`config.mk`:
```
export PLATFORM = sky130hd
export DESIGN_NAME = key_event_arbiter
export DESIGN_NICKNAME = d
export VERILOG_FILES = /design/src/rtl/key_event_arbiter.sv
export SDC_FILE = /design/constraint.sdc
export NUM_CORES = 1
export LEC_CHECK = 0
export ABC_CLOCK_PERIOD_IN_PS = 3800
export CAP_MARGIN = 5
export CORE_ASPECT_RATIO = 1.75
export CORE_MARGIN = 2
export CORE_UTILIZATION = 45
export CTS_CLUSTER_SIZE = 16
export DETAILED_ROUTE_END_ITERATION = 16
export PLACE_DENSITY = 0.75
export SYNTH_ARGS = -nofsm -noshare
export SYNTH_HDL_FRONTEND = slang
export SYNTH_SLANG_ARGS = --single-unit
```
`constraint.sdc`:
```
create_clock -name clk -period 3.8 [get_ports clk]
set_input_delay 0.76 -clock clk [delete_from_list [all_inputs] [get_ports clk]]
set_output_delay 0.76 -clock clk [all_outputs]
set_load 0.05 [all_outputs]
```
`src/rtl/key_event_arbiter.sv`:
```
// Keypad event capture FIFO with a round-robin two-consumer pop arbiter.
// Define KEY_REPEAT_FILTER_EN to discard captures that repeat the last pushed code.
module key_event_arbiter #(
    parameter int DEPTH        = 4,
    parameter int CLEAR_CYCLES = 4
) (
    input  logic       clk,
    input  logic       reset,
    input  logic       valid_key,
    input  logic [3:0] key,
    output logic       kp_clear,
    input  logic [1:0] req,
    output logic [1:0] grant,
    output logic [3:0] key_out,
    output logic [4:0] count,
    output logic       overflow
);

    localparam int AW = (DEPTH > 1) ? $clog2(DEPTH) : 1;

    typedef enum logic [1:0] {IDLE, CLEAR, WAIT} state_t;

    state_t        state, state_nxt;
    logic [3:0]    clr_cnt;
    logic [3:0]    mem [DEPTH];
    logic [AW-1:0] wr_ptr, rd_ptr;
    logic          last_gnt;
    logic          capture, full, dup, push, drop, pop, sel;

    assign capture = (state == IDLE) && valid_key;
    assign full    = (count == 5'(DEPTH));

`ifdef KEY_REPEAT_FILTER_EN
    logic [3:0] last_code;
    logic       last_vld;

    assign dup = last_vld && (key == last_code);

    always_ff @(posedge clk or negedge reset) begin
        if (!reset) begin
            last_vld  <= 1'b0;
            last_code <= '0;
        end else if (push) begin
            last_vld  <= 1'b1;
            last_code <= key;
        end
    end
`else
    assign dup = 1'b0;
`endif

    assign push = capture && !dup && !full;
    assign drop = capture && !dup && full;
    assign pop  = (count != '0) && (req != '0);

    // With both requesting, favour the consumer not granted last time.
    always_comb begin
        if (req == 2'b11) sel = ~last_gnt;
        else              sel = req[1];
    end

    always_ff @(posedge clk or negedge reset) begin
        if (!reset) state <= IDLE;
        else        state <= state_nxt;
    end

    always_comb begin
        state_nxt = state;
        case (state)
            IDLE:    if (valid_key) state_nxt = CLEAR;
            CLEAR:   if (clr_cnt == 4'(CLEAR_CYCLES - 1)) state_nxt = WAIT;
            WAIT:    if (!valid_key) state_nxt = IDLE;
            default: state_nxt = IDLE;
        endcase
    end

    always_comb begin
        kp_clear = (state != CLEAR);
    end

    always_ff @(posedge clk or negedge reset) begin
        if (!reset)              clr_cnt <= '0;
        else if (state != CLEAR) clr_cnt <= '0;
        else                     clr_cnt <= clr_cnt + 4'd1;
    end

    always_ff @(posedge clk) begin
        if (push) mem[wr_ptr] <= key;
    end

    always_ff @(posedge clk or negedge reset) begin
        if (!reset) begin
            wr_ptr   <= '0;
            rd_ptr   <= '0;
            count    <= '0;
            overflow <= 1'b0;
            grant    <= '0;
            key_out  <= '0;
            last_gnt <= 1'b1;
        end else begin
            if (push) wr_ptr <= wr_ptr + AW'(1);
            if (pop)  rd_ptr <= rd_ptr + AW'(1);
            case ({push, pop})
                2'b10:   count <= count + 5'd1;
                2'b01:   count <= count - 5'd1;
                default: count <= count;
            endcase
            if (drop) overflow <= 1'b1;
            if (pop) begin
                grant    <= sel ? 2'b10 : 2'b01;
                key_out  <= mem[rd_ptr];
                last_gnt <= sel;
            end else begin
                grant   <= '0;
                key_out <= '0;
            end
        end
    end

endmodule

```
== Word-level counts from Yosys, hierarchy flattened ==
Memory sizes are Yosys's and may differ from the RTL's.
Cells that the tools add are included.
Word-level totals
  bits in registers: 23
  bits in writable memories: 16
  bits of input ports: 9
  output and inout port bits: 13
  word-level logic and storage cells: 49
  memories: 1
Operators by class
  $add $sub $neg: 5
  equality and inequality tests: 11
  multiplexer cells: 12
  bitwise logic cells: 1
  reduce and logical (&&, ||, !) cells: 10
Memory list
  mem: words 4, width 4, rd ports 1, clocked after memory_dff 0, write ports 1, line 25  | logic [3:0] mem [DEPTH];
Operator list (count)
  two-way mux 2 bit: 5
  case mux 5 bit (2 select lines): 1
  two-way mux 4 bit: 2
  equality test 2 bit, second input constant: 3
  inequality test 2 bit, second input constant: 3
  case mux 2 bit (3 select lines): 1
  adder 5 x 1 -> 5 bit, second input constant: 1
  equality test 5 x 3 -> 1 bit, second input constant: 1
  nonzero test 5 bit: 1
  subtractor 5 x 1 -> 5 bit, second input constant: 1
  adder 2 x 1 -> 2 bit, second input constant: 2
  adder 4 x 1 -> 4 bit, second input constant: 1
  equality test 2 x 1 -> 1 bit, second input constant: 2
  equality test 4 x 2 -> 1 bit, second input constant: 1
  logical AND 1 bit: 4
  nonzero test 2 bit: 2
  two-way mux 1 bit: 3
  AND reduction 3 bit: 1
  zero test 2 bit: 1
  inequality test 2 x 1 -> 1 bit, second input constant: 1
  zero test 1 bit: 1
  NOT 1 bit: 1

== Depth between registers and ports, before layout ==
  depth in word-level cells: 5
  gate-level depth with buffers: 12

== Worst setup path after synthesis ==
OpenSTA, ideal clock, no wires.
  path kind: register -> register
  start point: reg count[0]
  end point: reg count[4]
  data arrival time: 2.938 ns
  required time: 3.659 ns
  slack: 0.721 ns
  cell stages (with the launch flop): 13
  clock period less this slack: 3.079 ns
  cell sequence: dfrtp_1 nor3_1 and3b_2 nor2_1 inv_1 ha_1 buf_2 xor2_1 ha_1 o21ai_0 or4b_1 o311a_1 xnor2_1
On the way
  longest elaborated chain between the ends: 5
RTL lines
  start: declaration: line 15  | output logic [4:0] count,
  start signal: assignment: line 104  | 2'b10: count <= count + 5'd1;
  start signal: assignment: line 105  | 2'b01: count <= count - 5'd1;
  start signal: assignment: line 106  | default: count <= count;
  equality test 5 x 3 -> 1 bit: line 31  | assign full = (count == 5'(DEPTH));
  zero test 1 bit: line 52  | assign push = capture && !dup && !full;
  logical AND 1 bit: line 52
  equality test 2 x 1 -> 1 bit / equality test 2 bit (equally long branches): line 103  | case ({push, pop})
  case mux 5 bit (2 select lines) / nonzero test 2 bit (equally long branches)
Parallel ways exist; a longest one is shown, timed or not.
A chain may end at the register's enable or synchronous reset.

== Worst setup path in the final report ==
  start point: in req[1]
  end point: reg count[4]
On the way
  longest elaborated chain between the ends: 4
RTL lines
  start: declaration: line 12  | input logic [1:0] req,
  nonzero test 2 bit *: line 54  | assign pop = (count != '0) && (req != '0);
  logical AND 1 bit *: line 54
  via pop: line 28  | logic capture, full, dup, push, drop, pop, sel;
  equality test 2 x 1 -> 1 bit / equality test 2 bit (equally long branches): line 103
  case mux 5 bit (2 select lines) / nonzero test 2 bit (equally long branches)
Mark *: on every way through the listed nets, which the timed path passes. The rest lies on a longest branch.

==> flow_summary.ini <==
[min_path]
hold_class = register to register

[run]
drv_cap = 0

[power]
p_int_w = 0.001076
pwr-share-comb = 0.470
power_leakage_nw = 0.8443
switching_share = 0.4135
p_per_area_mw_per_mm2 = 881.6
peakVddDrop_uv = 513.0
seqPwrFrac = 0.378
power_switching_w = 0.0007585
clock_power_share = 0.152
power_w = 0.001834

[floorplanning]
pin_count = 22
die-area_mm2 = 0.004353
start_util = 0.4741
rows = 29
die_width_um = 50.74
core_mm2 = 0.003628
die_h_um = 85.80

[global_routing]
antenna_found_initial = 0
grt_usage = 0.1528
gr-total-overflow = 0
grt_max_degree = 24
grt_pass1_wl_um = 4802
grt_pass1_vias = 1078

[sta]
clock_skew_ps = 9.766
maxSlewHeadroom = 0.3106
slew_viol_final = 0
period_needed_ps = 3020
max_freq_ghz = 0.3312
rsz0062_at_grt = no
finalSetupTns_ps = 0
finalCritPeriodShare = 0.7947
setup_viol = 0
hold_violations = 0
tightestPinTransition_ps = 1031

[critical_path]
endpoint_kind = register
cp-start-kind = input port
critPathBufInv = 1
crit_top_cell = ha_1
crit_path_top_delay_cell = clkdlybuf4s50_1
critical_path_class = input port to register
path_cells = clkdlybuf4s50_1, nor2_1, a21oi_1, ha_1, xor2_1, ha_1, o21ai_0, or4b_1, o311a_1, xnor2_1
critPathMaxFanout = 11
cp_data_arrival_time_ps = 3200
cp.required_ps = 3980
max_stage_delay_ps = 520
critical_path.top_delay_family = adder cells

[final_layout]
drive_gt1_frac = 0.1274
layout_common_cells = dfrtp_1 (22), clkdlybuf4s50_1 (21), edfxtp_1 (16)
fin_util = 0.5734
syn2layout_area_growth_pct = 20.95
final_common_cell = dfrtp_1
antenna_cells = 0
fin_nets = 174

[route]
via_count = 1029
wl_per_cell_um = 14.02
drt_wl_total_um = 2846
ant_nets = 0
drc = 0
drtIter0Drc = 14
drt-vias-per-instance = 5.069
dr.pass1.iters = 5

[placed_design]
port_buffers = 21
place.detailed.hpwl_um = 2184
gp_congestion = 0.7083

[clock_tree]
ctsHoldBuffers = 0
clkTransAtPathRegs_ps = 80
cts_resized = 0
clock_path_buffers = 2
cts.sinks = 39
cts_buffers = 5
cts-root-buf = clkbuf_8
htreeDepth = 2
post_cts_buffers = 0
cts_tree = done
clk-insertion-delay-late_ps = 300

[synth]
ys_seq_area_frac = 0.6145
syn_area_mm2 = 0.001720
synthesis.nets = 148
yosys_warnings = 0
synth_edf_count = 16
synth_cell_types = 32
async_reset_ff_frac = 0.5897
ys.flop_type = dfrtp_1
synth-seq-cells = 39
syn_inst = 130
postSynthAreaPerCell_um2 = 13.23

[run_status]
outcome = complete, no violations
==> metal layers <==
| metal | track usage | vias to the layer above | share of wire |
|---|---|---|---|
| li1 | - | 507 | - |
| met1 | 0.1568 | 497 | 0.39 |
| met2 | 0.2739 | 20 | 0.56 |
| met3 | 0.04704 | 5 | 0.033 |
| met4 | 0.07371 | 0 | 0.020 |
| met5 | 0 | - | 0 |
==> Yosys cell counts (3+ instances only) <==
library cell  number  area, µm²
a21oi_1            5      25.02
a31oi_1            3      18.77
and2_1             9      56.30
clkbuf_1           3      11.26
dfrtp_1           22      550.5
edfxtp_1          16      480.5
ha_1               9      112.6
inv_1              7      26.28
mux4_2             4      90.09
nand2_1           10      37.54
nor2_1             9      33.78
xnor2_1            5      43.79
xor2_1             5      43.79
==> final timing paths <==
check,from,to,slack (ps),cells after the start
max,req[1],count[4],780,10
max reg2reg,count[0],count[4],860,11
min,clr_cnt[0],clr_cnt[0],460,1
max in group asynchronous,reset,clr_cnt[0],2150,1
min in group asynchronous,reset,wr_ptr[1],1030,1
min reg2reg,clr_cnt[0],clr_cnt[0],460,1
==> worst reg2reg max path: cells and delay by family, from the launching register on <==
family	cells	cell delay, ps
DFF	1	460
xor gates and xnor gates	2	320
buffers and inverters	1	80
and+or+nand+nor	4	1150
adders and majority gates	2	570
AOI/OAI and AO/OA	2	260
==> power groups by stage <==
stage                     Clock, W  Combinational (W)  Sequential [W]
after detailed placement         0           0.000869        0.000701
after floorplan                  0           0.000454        0.000865
after global placement           0           0.000835        0.000693
final                     0.000279           0.000861        0.000694
after CTS                 0.000290           0.000871        0.000695
after global routing      0.000310           0.000944        0.000711
==> through the flow <==
stage	instance area, µm²	instances	setup slack (ps)	hold WS [ps]
after floorplan	1720	130	720.8	433.1
after global placement	1987	195	553.7	447.0
after detailed placement	1987	195	507.5	454.0
after CTS	2081	203	810.4	463.7
after global routing	2081	203	584.8	489.3
final	2081	203	780.3	459.0
==> sequential cells by signal (all words and copies together) (netlist names) <==
| signal | cells |
|---|---|
| state | 2 |
| rd_ptr | 2 |
| clr_cnt | 4 |
| mem | 16 |
| count | 5 |
| last_gnt | 1 |
| overflow | 1 |
| key_out | 4 |
| wr_ptr | 2 |
| grant | 2 |
==> cell type report <==
cell class                 count  area [µm²]
sequential                    39        1057
clock inverter                 3       25.02
clock buffer                   5       68.82
inverter                       7       26.28
multi-input combinational     80       620.6
timing repair buffer          23       225.2
tap                           46       57.56
fill                         305        1548
==> cells by family after synthesis <==
kind of cell | after synthesis | synth area share
AO/OA/AOI/OAI | 16 | 0.06110
XOR/XNOR | 10 | 0.05091
adder cells (fa/ha/maj) | 9 | 0.06546
buffers and inverters | 11 | 0.02473
flip-flops | 39 | 0.6145
multiplexers | 6 | 0.06546
AND/OR/NAND/NOR | 39 | 0.1178
Power figures use the tool's default switching activity.
